--- config.mk ---
export PLATFORM = sky130hd
export DESIGN_NAME = uart_tx_frame_ctrl
export DESIGN_NICKNAME = d
export VERILOG_FILES = /design/src/rtl/uart_tx_pkg.sv /design/src/rtl/uart_tx_serializer.sv /design/src/rtl/uart_tx_frame_ctrl.sv
export SDC_FILE = /design/constraint.sdc
export NUM_CORES = 1
export LEC_CHECK = 0
export CORE_MARGIN = 3
export CORE_UTILIZATION = 35
export CTS_BUF_LIST = sky130_fd_sc_hd__clkbuf_8
export DETAILED_ROUTE_END_ITERATION = 16
export GPL_TIMING_DRIVEN = 0
export SLEW_MARGIN = 20
export SYNTH_ARGS = -nofsm -noshare
export SYNTH_HDL_FRONTEND = slang
export SYNTH_HIERARCHICAL = 1
export SYNTH_SLANG_ARGS = --single-unit
--- constraint.sdc ---
create_clock -name CLK -period 5.2 [get_ports CLK]
set_input_delay 0.52 -clock CLK [delete_from_list [all_inputs] [get_ports CLK]]
set_output_delay 0.52 -clock CLK [all_outputs]
set_load 0.02 [all_outputs]
--- src/rtl/uart_tx_pkg.sv ---
// Shared definitions for the UART transmitter frame controller:
// frame state encoding, parity mode constants and the default data width.
package uart_tx_pkg;

    localparam int DEFAULT_DATA_WIDTH = 8;

    // Parity mode of the upstream parity calculator. The frame controller only
    // forwards par_bit; these constants document what the calculator produces.
    localparam logic EVEN_PAR = 1'b0;
    localparam logic ODD_PAR  = 1'b1;

    typedef enum logic [2:0] {
        IDLE   = 3'd0,
        START  = 3'd1,
        DATA   = 3'd2,
        PARITY = 3'd3,
        STOP   = 3'd4
    } tx_state_t;

    // Width of the data bit counter; never below one bit.
    function automatic int cnt_width(input int data_width);
        return (data_width > 1) ? $clog2(data_width) : 1;
    endfunction

endpackage

--- src/rtl/uart_tx_serializer.sv ---
// Data shift register and bit counter of the UART transmitter.
// load copies a new byte and clears the counter, shift moves the next data bit
// into position 0, advance steps the counter, done flags the last data bit.
module uart_tx_serializer
    import uart_tx_pkg::*;
#(
    parameter int DATA_WIDTH = DEFAULT_DATA_WIDTH
) (
    input  logic                  CLK,
    input  logic                  RST,
    input  logic                  load,
    input  logic [DATA_WIDTH-1:0] load_data,
    input  logic                  shift,
    input  logic                  advance,
    output logic                  ser_bit,
    output logic                  done
);

    localparam int                CNT_W    = cnt_width(DATA_WIDTH);
    localparam logic [CNT_W-1:0]  LAST_IDX = CNT_W'(DATA_WIDTH - 1);

    logic [DATA_WIDTH-1:0] shift_reg;
    logic [CNT_W-1:0]      bit_cnt;

    // Shift register and bit counter; load has priority over shift/advance.
    always_ff @(posedge CLK) begin
        // NOTE: the data register is reset too, so a frame aborted by RST
        // leaves no stale bits behind that could leak into a later frame.
        if (RST) begin
            shift_reg <= '0;
            bit_cnt   <= '0;
        end else if (load) begin
            shift_reg <= load_data;
            bit_cnt   <= '0;
        end else begin
            if (shift) begin
                shift_reg <= {1'b0, shift_reg[DATA_WIDTH-1:1]};
            end
            // Saturate at the last index so the counter never wraps.
            if (advance && (bit_cnt != LAST_IDX)) begin
                bit_cnt <= bit_cnt + CNT_W'(1);
            end
        end
    end

    assign ser_bit = shift_reg[0];
    assign done    = (bit_cnt == LAST_IDX);

endmodule

--- src/rtl/uart_tx_frame_ctrl.sv ---
// UART transmitter frame FSM: start bit, DATA_WIDTH data bits LSB first,
// optional parity bit, stop bit(s). One line bit per CLK cycle.
// TX_OUT and busy are registered from the next-state decision, so the bit
// on the line always belongs to the state currently held in the state register.
// Optional build macro: UART_TX_STOP2_EN -- two stop bits instead of one.
module uart_tx_frame_ctrl
    import uart_tx_pkg::*;
#(
    parameter int   DATA_WIDTH = DEFAULT_DATA_WIDTH,
    parameter logic IDLE_LEVEL = 1'b1
) (
    input  logic                  CLK,
    input  logic                  RST,
    input  logic [DATA_WIDTH-1:0] P_DATA,
    input  logic                  DATA_VALID,
    input  logic                  PAR_EN,
    input  logic                  par_bit,
    output logic                  TX_OUT,
    output logic                  busy
);

    tx_state_t state;
    tx_state_t next_state;

    logic tx_next;
    logic busy_next;
    logic par_en_q;
    logic par_q;

    logic ser_load;
    logic ser_shift;
    logic ser_advance;
    logic ser_bit;
    logic ser_done;

`ifdef UART_TX_STOP2_EN
    // High while the second of the two stop bits is on the line.
    logic stop_cnt_q;

    // Stop bit index: set during the first stop bit, cleared otherwise.
    always_ff @(posedge CLK) begin
        if (RST) begin
            stop_cnt_q <= 1'b0;
        end else begin
            stop_cnt_q <= (state == STOP) && !stop_cnt_q;
        end
    end
`endif

    uart_tx_serializer #(
        .DATA_WIDTH (DATA_WIDTH)
    ) u_serializer (
        .CLK       (CLK),
        .RST       (RST),
        .load      (ser_load),
        .load_data (P_DATA),
        .shift     (ser_shift),
        .advance   (ser_advance),
        .ser_bit   (ser_bit),
        .done      (ser_done)
    );

    // Next-state, next line level and serializer controls.
    always_comb begin
        // NOTE: every output of this block gets a default first, so no path
        // through the case statement can leave one unassigned and infer a latch.
        next_state  = state;
        tx_next     = IDLE_LEVEL;
        busy_next   = 1'b1;
        ser_load    = 1'b0;
        ser_shift   = 1'b0;
        ser_advance = 1'b0;

        case (state)
            IDLE: begin
                if (DATA_VALID) begin
                    next_state = START;
                    tx_next    = ~IDLE_LEVEL;
                    ser_load   = 1'b1;
                end else begin
                    busy_next  = 1'b0;
                end
            end

            START: begin
                // Bit 0 goes on the line next; bring bit 1 into position.
                next_state = DATA;
                tx_next    = ser_bit;
                ser_shift  = 1'b1;
            end

            DATA: begin
                if (ser_done) begin
                    if (par_en_q) begin
                        next_state = PARITY;
                        tx_next    = par_q;
                    end else begin
                        next_state = STOP;
                    end
                end else begin
                    tx_next     = ser_bit;
                    ser_shift   = 1'b1;
                    ser_advance = 1'b1;
                end
            end

            PARITY: begin
                next_state = STOP;
            end

            STOP: begin
`ifdef UART_TX_STOP2_EN
                if (stop_cnt_q) begin
                    next_state = IDLE;
                    busy_next  = 1'b0;
                end
`else
                next_state = IDLE;
                busy_next  = 1'b0;
`endif
            end

            default: begin
                next_state = IDLE;
                busy_next  = 1'b0;
            end
        endcase
    end

    // State, registered outputs and the per-frame parity settings.
    always_ff @(posedge CLK) begin
        // NOTE: sequential state uses non-blocking assignments so every
        // register here sees the pre-edge values of the others.
        if (RST) begin
            state    <= IDLE;
            TX_OUT   <= IDLE_LEVEL;
            busy     <= 1'b0;
            par_en_q <= 1'b0;
            par_q    <= 1'b0;
        end else begin
            state  <= next_state;
            TX_OUT <= tx_next;
            busy   <= busy_next;
            if ((state == IDLE) && DATA_VALID) begin
                par_en_q <= PAR_EN;
            end
            // The parity calculator's registered output is valid in START only.
            if (state == START) begin
                par_q <= par_bit;
            end
        end
    end

endmodule

==> summary.txt <==
Outcome
  – Run status: finished, final reports clean

Worst hold path
  – HP Start: u_serializer/shift_reg[0]$_SDFFE_PP0P_
  – Hold Path Class: flop to flop

STA
  – Max Slew Vio Count: 0
  – Final Hold Fails: 0
  – FMAX: 0.502 GHz
  – RSZ-0062 raised after global routing: false
  – Final setup viols: 0
  – Min Tclk post-route: about 2 ns
  – Total negative setup slack: 0 ns
  – Slew @ Worst Pin: ~0.43 ns
  – Tcrit/Tclk final: 38.3%
  – Worst Skew: 0.00266 ns
  – Slew margin rel.: 71.2%

Cells and area
  – Commonest non-fill, non-tap cell in the layout: dfxtp_1
  – Antenna diode count: 0
  – Flip-flop and latch area: ~360 um^2
  – Fillers: 225
  – Synth-to-Final Area Change: 26.1%
  – Layout cells sized above 1: between 15 and 20%
  – Layout net count: about 120
  – Most frequent cells in the layout: 18 x dfxtp_1, 14 x clkdlybuf4s50_1, 12 x nor2_1
  – Largest register FFs: 8
  – Multi-input logic area: approximately 470 um^2
  – Layout Utilization: 48.4%

Critical path
  – WP data arrival: 2.12 ns
  – Crit path top cell by count: ha_1
  – Setup crit start: u_serializer/bit_cnt[0]$_SDFFE_PP0P_
  – CP max FO: 8
  – CP Class: flop to flop
  – FF-to-FF Start: u_serializer/bit_cnt[0]$_SDFFE_PP0P_
  – Worst setup SP type: flop
  – Bufs and invs on worst path: 1
  – Critical path, cell by cell: ha_1 > ha_1 > nor4b_2 > or2_1 > buf_6 > mux2_4 > mux2i_1 > nor2_1
  – Largest stage delay on the critical path: between 0.3 and 0.4 ns
  – Required @ worst endpoint: 5.33 ns
  – CP max stage cell: dfxtp_1
  – CP Capture Type: flop
  – CP top delay family: simple AND/OR/NAND/NOR gates

GRT
  – Gr ovfl total: 0
  – Met3 GRT Util: 3.94%
  – Total global-route track usage: 9.98%
  – Vias in the first global route: 597
  – Most Crowded Layer GR: met2
  – First-pass GRT wire length: 2510 um
  – Antenna violations before repair: 0
  – Largest net degree at the start of global routing: 11
  – Global Route met1 Usage: 10.8%
  – Met2 Resource Use GR: 17.7%

Yosys
  – Mapped cell area: 881 um^2
  – Avg Cell Area, Syn: roughly 11 um^2
  – Synth warn: 6
  – Asr flop ratio synth: 0%
  – Synth Flop Type: dfxtp_1
  – Main combinational cell family by area after synthesis: multiplexers
  – Simple-gate area share of the yosys netlist: 19.0%
  – Number of library cell types mapped by synthesis: 32
  – Number of flops mapped to enable cells by yosys: 0
  – Post-synth net total: 97
  – Synth Instances: 82
  – Yosys reg bits: 18
  – Fraction of synthesized area in multiplexers: 24.4%
  – Post-synthesis compound-gate area fraction: under 10%
  – Seq/Total Area, Yosys: 40.9%
  – Synth Area in XOR/XNOR: 0.994%
  – Post-synthesis adder-cell area fraction: between 2 and 3%

Floorplan
  – Core ar.: 0.00230 mm^2
  – Top Ports: 15
  – Row cnt: 17
  – Chip width: 56.2 um
  – DIE AREA: roughly 0.0032 mm^2
  – Initial Util: 38.3%
  – Die Height: 56.2 um

Clock network
  – CTS tree: built
  – Clock sink count: 18
  – Num CTS Buffers: 3
  – Worst-skew pair later-pin latency: 0.25 ns
  – # hold bufs at CTS: 0
  – CTS resizes: 0
  – CTS Root Cell: clkbuf_8
  – CTS H-tree depth: 1
  – Clock buffer depth: 2
  – CTS clk-pin slew, worst paths: 0.07 ns
  – Setup Fix Bufs, Post-CTS: 0

Power and ir drop
  – Logic pwr share: 19.6%
  – Seq pwr share: between 40% and 50%
  – Clock Power Share: 34.4%
  – Switching portion of total power: 23.5%
  – VDD IR max: 0.000202 V
  – Int Pwr: about 250 uW
  – Sw power: 77.7 uW
  – Leakage power total: 0.000454 uW
  – Cell Pwr Density: 297 mW/mm^2

Routing
  – # DRC: 0
  – Initial DRC count: 5
  – Antenna Nets Post-Route: 0
  – Avg WL per Cell: approximately 12 um
  – Pre-antenna DRT Iters: 4
  – Avg Vias per Cell: about 4.7
  – Routed wire length: 1490 um
  – Vias: between 600 and 700

Flow run
  – Total of max-cap violations: 0

Placement
  – Port Buffers: 14
  – GPL Wtd Cong: 0.685
  – Final HPWL DP: roughly 1100 um
[Yosys cell counts (2+ instances only)]
cell | count | area [um^2]
dfxtp_1 | 18 | 360
mux2i_1 | 11 | 110
ha_1 | 2 | 25.0
nor2_1 | 12 | 45.0
inv_1 | 3 | 11.3
mux2_4 | 7 | 105
buf_6 | 2 | 22.5
nor3_1 | 3 | 15.0
[power by group through the flow]
stage	registers (uW)	clock network, uW	logic, uW
2_1_floorplan	156	0	45.4
3_5_place_dp	155	0	65.3
5_1_grt	153	125	69.8
6_report	152	114	64.8
4_1_cts	152	118	66.0
3_3_place_gp	155	0	64.9
[metal layers]
metal | part of all wire (%) | wire length, um | vias up
met4 | 0 | 0 | 0
met2 | 47 | 703 | 14
met5 | 0 | 0 | -
li1 | - | - | 324
met3 | 6.3 | 94 | 0
met1 | 46 | 693 | 269
[metrics by stage]
stage | instance area, um^2 | worst slack [ns] | total power, uW | hold WS, ns | std cells
after floorplan | 881 | 3.37 | 201 | 0.457 | 82
after global placement | 1060 | 3.17 | 220 | 0.492 | 124
after detailed placement | 1060 | 3.15 | 220 | 0.488 | 124
after CTS | 1110 | 3.17 | 336 | 0.507 | 128
after global routing | 1110 | 3.08 | 348 | 0.543 | 128
final | 1110 | 3.21 | 330 | 0.498 | 128
[final cells by class]
type,count,share of cell area [%]
Timing Repair Buffer,14,12.6
Buffer,5,3.49
Clock buffer,4,4.95
Tap cell,28,3.15
Sequential cell,18,32.4
Inverter,3,1.01
Multi-Input combinational cell,56,42.3
[worst register-to-register path, delay by kind of cell, from the launching register on]
kind	cells	cell delay, ns
buffers and inverters	1	0.15
multiplexers	2	0.44
flip-flops	1	0.32
AND/OR/NAND/NOR	3	0.51
adder cells (fa/ha/maj)	2	0.45
[path summary, 6_finish.rpt]
path | endpoint | slack (ns) | depth (start not counted)
max reg2reg | u_serializer/shift_reg[6]$_SDFFE_PP0P_ | 3.21 | 8
min reg2reg | TX_OUT$_SDFF_PP1_ | 0.50 | 2
max | u_serializer/shift_reg[6]$_SDFFE_PP0P_ | 3.21 | 8
min | TX_OUT$_SDFF_PP1_ | 0.50 | 2
[kinds of logic (layout without fill, tap and decap cells)]
group,count (synthesis),count (layout)
flops,18,18
buf+inv,8,26
compound gates,8,8
mux,18,18
fa+ha+maj,2,2
simple gates,27,27
xor+xnor,1,1
Note: power is estimated with default switching activity, not from simulation.
